## config.mk

```make
export PLATFORM = sky130hd
export DESIGN_NAME = intgrant
export DESIGN_NICKNAME = d
export VERILOG_FILES = /design/src/rtl/intgrant.sv
export SDC_FILE = /design/constraint.sdc
export NUM_CORES = 1
export LEC_CHECK = 0
export CAP_MARGIN = 15
export CORE_ASPECT_RATIO = 1.2
export CORE_MARGIN = 4
export CORE_UTILIZATION = 45
export DETAILED_ROUTE_END_ITERATION = 7
export PLACE_DENSITY = 0.81
export SETUP_SLACK_MARGIN = 0.3
export SLEW_MARGIN = 5
export SYNTH_ARGS = -nofsm -noshare
export SYNTH_HDL_FRONTEND = slang
export SYNTH_SLANG_ARGS = --single-unit
```

## constraint.sdc

```tcl
create_clock -name CLOCK -period 5.92 [get_ports CLOCK]
set_input_delay 1.48 -clock CLOCK [delete_from_list [all_inputs] [get_ports CLOCK]]
set_output_delay 1.48 -clock CLOCK [all_outputs]
set_load 0.1 [all_outputs]
```

## src/rtl/intgrant.sv

```systemverilog
`default_nettype none
// ============================================================================
// Module   : intgrant
// Brief    : Unibus-style interrupt requester for four local devices.
//            Picks the highest-level pending device, arbitrates for the bus
//            with BR/BG/SACK/BBSY, presents the vector with INTR and reports
//            acceptance to the device side with a one-cycle intgnt pulse.
// Revision : 1.0 - initial release
// ============================================================================
module intgrant #(
    parameter int TOCLKS = 1024,
    parameter int DESKEW = 3
) (
    input  logic        CLOCK,
    input  logic        RESET,
    input  logic [3:0]  dev_intreq,
    input  logic [31:0] dev_irvec,
    input  logic [7:0]  dev_level,
    output logic        intgnt,
    output logic [7:0]  igvec,
    output logic [3:0]  bus_br_out,
    input  logic [3:0]  bus_bg_in,
    output logic [3:0]  bus_bg_out,
    output logic        bus_sack_out,
    output logic        bus_bbsy_out,
    output logic        bus_intr_out,
    input  logic        bus_bbsy_in,
    input  logic        bus_ssyn_in,
    output logic [7:0]  bus_d_out
);

    localparam int c_TW = $clog2(TOCLKS + 1);
    localparam int c_DW = $clog2(DESKEW + 1);

    typedef enum logic [2:0] {
        S_IDLE    = 3'd0,
        S_REQ     = 3'd1,
        S_SACK    = 3'd2,
        S_WAITBUS = 3'd3,
        S_INTR    = 3'd4,
        S_DONE    = 3'd5
    } state_t;

    state_t            r_state;
    state_t            w_next;
    logic [1:0]        r_idx;
    logic [1:0]        r_lvl;
    logic [7:0]        r_vec;
    logic [c_DW-1:0]   r_dcnt;
    logic [c_TW-1:0]   r_tmr;
    logic              r_pulsed;

    logic              w_sel_found;
    logic [1:0]        w_sel_idx;
    logic [1:0]        w_sel_lvl;
    logic [7:0]        w_sel_vec;
    logic              w_req_live;
    logic [3:0]        w_lvl_mask;
    logic              w_bus_quiet;
    logic              w_deskew_done;
    logic              w_timeout;

    logic              w_gnt;
    logic [7:0]        w_gvec;
    logic [3:0]        w_br;
    logic [3:0]        w_bg_block;
    logic              w_sack;
    logic              w_bbsy;
    logic              w_intr;
    logic [7:0]        w_d;

    // Pick the requesting device with the highest level; a strict compare
    // keeps the lowest index on ties.
    always_comb begin
        w_sel_found = 1'b0;
        w_sel_idx   = 2'd0;
        w_sel_lvl   = 2'd0;
        for (int i = 0; i < 4; i++) begin
            if (dev_intreq[i] && (!w_sel_found || (dev_level[2*i +: 2] > w_sel_lvl))) begin
                w_sel_found = 1'b1;
                w_sel_idx   = 2'(i);
                w_sel_lvl   = dev_level[2*i +: 2];
            end
        end
    end

    assign w_sel_vec     = dev_irvec[{w_sel_idx, 3'b000} +: 8];
    assign w_req_live    = dev_intreq[r_idx];
    assign w_lvl_mask    = 4'b0001 << r_lvl;
    assign w_bus_quiet   = !bus_bbsy_in && !bus_ssyn_in;
    assign w_deskew_done = w_bus_quiet && (r_dcnt == c_DW'(DESKEW - 1));
    assign w_timeout     = (r_tmr == c_TW'(TOCLKS - 1));

    // Transaction sequencing.
    always_comb begin
        w_next = r_state;
        case (r_state)
            S_IDLE:    if (w_sel_found) w_next = S_REQ;
            S_REQ: begin
                // A withdrawn request wins over a simultaneous grant so the
                // grant is passed down instead of taken.
                if (!w_req_live)              w_next = S_IDLE;
                else if (bus_bg_in[r_lvl])    w_next = S_SACK;
            end
            S_SACK:    if (w_deskew_done) w_next = S_WAITBUS;
            S_WAITBUS: w_next = S_INTR;
            S_INTR: begin
                if (bus_ssyn_in)     w_next = S_DONE;
                else if (w_timeout)  w_next = S_IDLE;
            end
            S_DONE:    if (!bus_ssyn_in) w_next = S_IDLE;
            default:   w_next = S_IDLE;
        endcase
    end

    // State register, latched selection, deskew and timeout counters.
    always_ff @(posedge CLOCK) begin
        if (RESET) begin
            r_state  <= S_IDLE;
            r_idx    <= 2'd0;
            r_lvl    <= 2'd0;
            r_vec    <= 8'd0;
            r_dcnt   <= '0;
            r_tmr    <= '0;
            r_pulsed <= 1'b0;
        end else begin
            r_state  <= w_next;
            r_pulsed <= (r_state == S_DONE);
            if (r_state == S_IDLE && w_sel_found) begin
                r_idx <= w_sel_idx;
                r_lvl <= w_sel_lvl;
                r_vec <= w_sel_vec;
            end
            if (r_state == S_SACK && w_bus_quiet)
                r_dcnt <= r_dcnt + c_DW'(1);
            else
                r_dcnt <= '0;
            if (r_state == S_INTR)
                r_tmr <= r_tmr + c_TW'(1);
            else
                r_tmr <= '0;
        end
    end

    // Bus and device-side outputs; everything is forced idle while in reset.
    always_comb begin
        w_gnt      = 1'b0;
        w_gvec     = 8'd0;
        w_br       = 4'd0;
        w_bg_block = 4'd0;
        w_sack     = 1'b0;
        w_bbsy     = 1'b0;
        w_intr     = 1'b0;
        w_d        = 8'd0;
        if (!RESET) begin
            case (r_state)
                S_REQ: begin
                    if (w_req_live) begin
                        w_br       = w_lvl_mask;
                        w_bg_block = w_lvl_mask;
                    end
                end
                S_SACK: begin
                    w_sack     = 1'b1;
                    w_bg_block = w_lvl_mask;
                end
                S_WAITBUS: begin
                    w_sack = 1'b1;
                    w_bbsy = 1'b1;
                end
                S_INTR: begin
                    w_bbsy = 1'b1;
                    w_intr = 1'b1;
                    w_d    = r_vec;
                end
                S_DONE: begin
                    w_gnt  = !r_pulsed;
                    w_gvec = r_pulsed ? 8'd0 : r_vec;
                end
                default: ;
            endcase
        end
    end

    assign intgnt       = w_gnt;
    assign igvec        = w_gvec;
    assign bus_br_out   = w_br;
    assign bus_bg_out   = bus_bg_in & ~w_bg_block;
    assign bus_sack_out = w_sack;
    assign bus_bbsy_out = w_bbsy;
    assign bus_intr_out = w_intr;
    assign bus_d_out    = w_d;

endmodule
`default_nettype wire
```

==> flow_metrics.env, run 1 <==
export IMPL_outcome="complete, no violations"
export IMPL_floorplan_initialDensity_pct=47.0
export IMPL_path_class="in2reg"
export IMPL_synth_edf_count=0
export IMPL_io_buffers=79
export IMPL_pwr_share_comb_pct=46.4
export IMPL_grt_usage_pct=19.2
export IMPL_min_path_type="reg2reg"
export IMPL_die_area_sq_um=6020
export IMPL_first_global_vias=2166
export IMPL_fmax_mhz=186
export IMPL_ys_seq_area_share_pct=26.7
export IMPL_tns_ns=0
export IMPL_cts_buffer_depth=2
export IMPL_synth_mux_area_share_pct=2.07
export IMPL_syn_nets=337
export IMPL_vias=2187
export IMPL_synth_xor_xnor_area_share_pct=2.41
export IMPL_p_int_mw=0.498
export IMPL_synthCells=277
export IMPL_numCtsBuffers=5
export IMPL_finalNonFillerCells=406
export IMPL_powerDensity_nw_per_um2=282
export IMPL_io_pins=80
export IMPL_drc=0
export IMPL_rsz0062_at_grt="no"
export IMPL_arrival_ns=5.59
export IMPL_finalSetupViolations=0
export IMPL_antenna_left=0
export IMPL_period_share_pct=90.9
export IMPL_post_cts_setup_buffers=0
export IMPL_seqPwrFrac_pct=34.6
export IMPL_fin_skew_ns=0.00314
export IMPL_power_leakage_nw=1.24
export IMPL_peakVddDrop_mv=0.120
export IMPL_synthSimpleGateAreaFrac_pct=30.2
export IMPL_drv_slew=0
export IMPL_drt_wirelength_per_cell_um=14.0
export IMPL_clock_latency_ns=0.28
export IMPL_clk_pin_slew_ns=0.06
export IMPL_yosysUniqueCellTypes=52
export IMPL_core_area_sq_um=4630
export IMPL_root_buffer="clkbuf_8"
export IMPL_grt_overflow_total=0
export IMPL_pre_cts_slack_ns=0.111
export IMPL_cts_tree="yes"
export IMPL_netlist_area_sq_um=2180
export IMPL_h_tree_depth=2
export IMPL_whs_ns=0.407
export IMPL_post_dp_hpwl_um=4620
export IMPL_crit_fanout=8
export IMPL_tightest_slew_ns=0.633
export IMPL_nNetsFinal=408
export IMPL_area_growth_pct=40.4
export IMPL_cp_end_kind="register"
export IMPL_synth_warning_count=0
export IMPL_via_per_inst=5.39
export IMPL_diodes=0
export IMPL_cts_hold_buf=0
export IMPL_grt_pass1_wl_um=9450
export IMPL_drtPass1Iterations=4
export IMPL_p_sw_mw=0.365
export IMPL_fin_ws_ns=0.541
export IMPL_wl_um=5690
export IMPL_fillers=412
export IMPL_rows=27
export IMPL_hold_viol=0
export IMPL_synth_compound_area_share_pct=26.8
export IMPL_yosys_area_share_adder_pct=4.60
export IMPL_syn_area_per_cell_sq_um=7.86
export IMPL_max_cap_violations=0
export IMPL_clock_sinks=29
export IMPL_synth_top_family_by_area="simple AND/OR/NAND/NOR gates"
export IMPL_antenna_found_initial=0
export IMPL_relSlewSlack_pct=57.8
export IMPL_final_util_pct=66.0
export IMPL_placed_cells=399
export IMPL_dr_first_iter_drc_count=110
export IMPL_async_reset_ff_share_pct=0
export IMPL_rrSetupSlack_ns=4.18
export IMPL_die_h_um=84.2
export IMPL_ys_flop_type="dfxtp_1"
export IMPL_grt_max_degree=18
export IMPL_min_period_ns=5.38
export IMPL_final_common_cell="clkdlybuf4s50_1"
export IMPL_start_kind="input pin"
export IMPL_ys_ff_latch=29
export IMPL_swShare_pct=42.3
export IMPL_layout_drive_gt1_share_pct=15.8
export IMPL_most_common_layout_cells="51 x clkdlybuf4s50_1, 29 x dfxtp_1, 28 x buf_4"
export IMPL_crit_required_ns=6.13
export IMPL_fp_dieW_um=71.5
export IMPL_gp_congestion=0.818
export IMPL_p_clk_share_pct=19.0
cells by family after synthesis:
family / after synthesis
flip-flops: 29
AO/OA/AOI/OAI: 75
multiplexers: 2
AND/OR/NAND/NOR: 122
XOR/XNOR: 6
adder cells (fa/ha/maj): 8
buffers and inverters: 35
what timing repair did:
item,CTS,global route
gates resized for setup,0,2
endpoints found under the hold margin,0,0
endpoints found under the setup margin,0,10
cells in the mapped netlist (all sizes together) (9+ instances only):
| master | number | area [sq um] |
|---|---|---|
| dfxtp | 29 | 581 |
| nand2 | 24 | 90.1 |
| nor2 | 24 | 108 |
| a21oi | 21 | 105 |
| inv | 16 | 60.1 |
| o21ai | 14 | 70.1 |
| and2 | 13 | 81.3 |
| and3 | 13 | 81.3 |
| or3 | 12 | 75.1 |
| clkbuf | 10 | 37.5 |
| buf | 9 | 61.3 |
| o2bb2ai | 9 | 78.8 |
layout make-up:
type / count / area (sq um) / share of cell area (%)
well taps: 58 / 72.6 / 2.37
inverters: 16 / 60.1 / 1.96
clock buffers: 7 / 86.3 / 2.82
repair buffers: 83 / 801 / 26.2
multi-input cells: 213 / 1460 / 47.6
flip-flops and latches: 29 / 581 / 19.0
worst paths after layout:
check                          startpoint               endpoint  cells past startpoint
setup / recovery             dev_level[1]  r_vec[0]$_SDFFE_PP0P_                     17
hold / removal       r_dcnt[0]$_SDFF_PP0_   r_dcnt[0]$_SDFF_PP0_                      1
setup reg to reg  r_state[2]$_SDFFE_PP0P_   r_tmr[10]$_SDFF_PN0_                      4
hold reg to reg      r_dcnt[0]$_SDFF_PP0_   r_dcnt[0]$_SDFF_PP0_                      1
registers in the layout, summed over array words and instances, names as in the netlist:
register  count
r_state       3
r_lvl         2
r_idx         2
r_tmr        11
r_pulsed      1
r_dcnt        2
r_vec         8
layer usage:
layer / routed length [um] / track usage (%)
met2: 2920 / 34.1
met3: 330 / 5.39
met5: 0 / 0
met1: 2360 / 22.0
met4: 74 / 5.98
worst max-delay path, stage by stage:
cell,delay [ns]
clkdlybuf4s50_1,0.54
nand2_1,0.08
ha_1,0.31
and2b_1,0.23
o311a_4,0.35
a32oi_4,0.21
ha_1,0.28
nor2b_1,0.16
o311ai_4,0.34
nor2_1,0.12
a21o_1,0.17
ha_1,0.27
nor2b_1,0.13
o211ai_1,0.30
and3_1,0.37
a21oi_1,0.09
o2bb2ai_1,0.15
power groups by stage:
stage                     Clock [mW]  Combinational (mW)  Sequential, mW
final                          0.164               0.400           0.299
after global routing           0.177               0.435           0.308
after CTS                      0.168               0.400           0.298
after detailed placement           0               0.398           0.301
after global placement             0               0.394           0.299
after floorplan                    0               0.321           0.271
stage by stage:
step	power [mW]	cell area, sq um
detailed placement	0.699	2960
global route	0.920	3060
finish	0.863	3060
CTS	0.866	3040
floorplan	0.592	2180
global placement	0.693	2960
(Power assumes the default switching activity.)
==> run 2, diff against run 1 <==
- SLEW_MARGIN: 5 -> unset
==> results of run 2 <==
No change in the layout: final DEF, timing and power equal those of run 1.
==> run 3, diff against run 2 <==
- CORE_ASPECT_RATIO: 1.2 -> 0.6
==> run 3 against run 2 <==
  * Hold slack better by 0.014 ns
  * Count of clock-buffer cells in the layout is 2 lower
  * Global-route usage is 1.5 points higher
  * Worst setup slack better by 0.024 ns
  * Cell area is 0.49% higher
  * Core utilization is 0.56 points higher
  * Via count is 4.2% higher
  * Non-clock buffer count is 1 higher
==> flow_metrics.env, run 3 (same netlist as run 1, synthesis figures left out) <==
export IMPL_die_area_sq_um=6050
export IMPL_design_area_sq_um=3070
export IMPL_drt_wirelength_per_cell_um=15.0
export IMPL_post_dp_hpwl_um=4890
export IMPL_first_global_vias=2088
export IMPL_cts_tree="yes"
export IMPL_tns_ns=0
export IMPL_start_kind="input pin"
export IMPL_vias=2278
export IMPL_clock_latency_ns=0.29
export IMPL_final_common_cell="clkdlybuf4s50_1"
export IMPL_grt_max_degree=18
export IMPL_path_class="in2reg"
export IMPL_grt_usage_pct=20.7
export IMPL_gp_congestion=0.801
export IMPL_wl_um=6210
export IMPL_reg_top3="r_tmr (11), r_vec (8), r_state (3)"
export IMPL_h_tree_depth=2
export IMPL_cts_buffer_depth=2
export IMPL_top_register="r_tmr"
export IMPL_layout_drive_gt1_share_pct=16.9
export IMPL_io_buffers=79
export IMPL_area_growth_pct=41.1
export IMPL_crit_path_frequent_cell="ha_1"
export IMPL_drc=0
export IMPL_antenna_left=0
export IMPL_diodes=0
export IMPL_period_share_pct=90.5
export IMPL_crit_path_cell_trace="clkdlybuf4s50_1, nand2_1, ha_1, and2b_1, o311a_4, a32oi_4, ha_1, nor2b_1, o311ai_4, nor2_1, a21o_1, ha_1, nor2b_1, o211ai_1, and2_1, nor2_1, o32a_1"
export IMPL_most_common_layout_cells="51 x clkdlybuf4s50_1, 29 x buf_4, 29 x dfxtp_1"
export IMPL_slowest_delay_ns=0.60
export IMPL_min_period_ns=5.36
export IMPL_clock_sinks=29
export IMPL_finalSetupViolations=0
export IMPL_drtPass1Iterations=4
export IMPL_critPathSlowestCell="clkdlybuf4s50_1"
export IMPL_power_mw=0.872
export IMPL_grt_pass1_wl_um=10000
export IMPL_whs_ns=0.420
export IMPL_power_leakage_nw=1.25
export IMPL_crit_fanout=7
export IMPL_floorplan_initialDensity_pct=47.2
export IMPL_rows=19
export IMPL_dr_first_iter_drc_count=97
export IMPL_dpl_cell_area_sq_um=2970
export IMPL_hold_viol=0
export IMPL_largest_reg_flops=11
export IMPL_powerDensity_nw_per_um2=284
export IMPL_relSlewSlack_pct=52.7
export IMPL_fmax_mhz=187
export IMPL_die_h_um=61.9
export IMPL_antenna_found_initial=0
export IMPL_via_per_inst=5.52
export IMPL_fin_skew_ns=0.00462
export IMPL_rsz0062_at_grt="yes"
export IMPL_cp_end_kind="register"
export IMPL_fp_dieW_um=97.8
export IMPL_drv_slew=0
export IMPL_finalNonFillerCells=413
export IMPL_nNetsFinal=409
export IMPL_numCtsBuffers=5
export IMPL_peakVddDrop_mv=0.214
export IMPL_cts_hold_buf=0
export IMPL_outcome="complete, no violations"
export IMPL_tightest_slew_ns=0.708
export IMPL_min_path_type="reg2reg"
export IMPL_io_pins=80
export IMPL_placed_cells=405
export IMPL_grt_overflow_total=0
export IMPL_arrival_ns=5.53
export IMPL_clk_pin_slew_ns=0.07
export IMPL_core_area_sq_um=4610
export IMPL_root_buffer="clkbuf_8"
export IMPL_crit_required_ns=6.10
export IMPL_max_cap_violations=0
[run 3: changes by cell type in the layout (fill, tap and decap cells not counted), sizes merged]
cell,previous run,this run
clkinvlp,0,1
clkinv,0,2
clkbuf,7,5
buf,32,33
[run 3: stage by stage]
stage	setup slack (ns)	util [%]
2_1_floorplan	0.347	-
3_3_place_gp	0.316	64.4
3_5_place_dp	0.134	64.4
4_1_cts	0.435	66.3
5_1_grt	0.270	66.6
6_report	0.565	66.6
[run 3: path summary, 6_finish.rpt]
kind | start | to | slack [ns] | cells after the start
setup reg to reg | r_state[2]$_SDFFE_PP0P_ | r_tmr[10]$_SDFF_PN0_ | 4.03 | 4
hold reg to reg | r_dcnt[0]$_SDFF_PP0_ | r_dcnt[0]$_SDFF_PP0_ | 0.42 | 1
hold / removal | r_dcnt[0]$_SDFF_PP0_ | r_dcnt[0]$_SDFF_PP0_ | 0.42 | 1
setup / recovery | dev_intreq[0] | r_lvl[1]$_SDFFE_PP0P_ | 0.56 | 17
[run 3: layer usage]
metal  GRT usage (%)  vias up  routed length [um]
met1            29.0     1038                3160
met5               0        -                   0
li1                -     1145                   -
met4            4.73        0                  32
met2            31.4       89                2530
met3            6.91        6                 484
[run 3: repair_timing]
| item | in CTS | in global routing |
|---|---|---|
| resized for setup | 0 | 3 |
| endpoints found under the setup margin | 0 | 10 |
| setup buffers | 0 | 0 |
[run 3: critical path: cells and delay by family]
kind	cells	cell delay [ns]
compound gates	6	1.62
fa+ha+maj	3	0.87
buf+inv	1	0.60
simple gates	7	0.95
[run 3: power by group]
part | switching (mW) | leakage, nW | internal [mW] | total (mW)
sequential | 0.0576 | 0.237 | 0.245 | 0.303
clock | 0.0814 | 0.0439 | 0.0809 | 0.162
combinational | 0.243 | 0.964 | 0.164 | 0.407
[run 3: final cells by class]
class	count	area (sq um)
Clock buffer	5	68.8
Inverter	16	60.1
Tap cell	63	78.8
Timing Repair Buffer	84	808
Sequential cell	29	581
Clock inverter	3	17.5
Multi-Input combinational cell	213	1460
Fill cell	397	1540
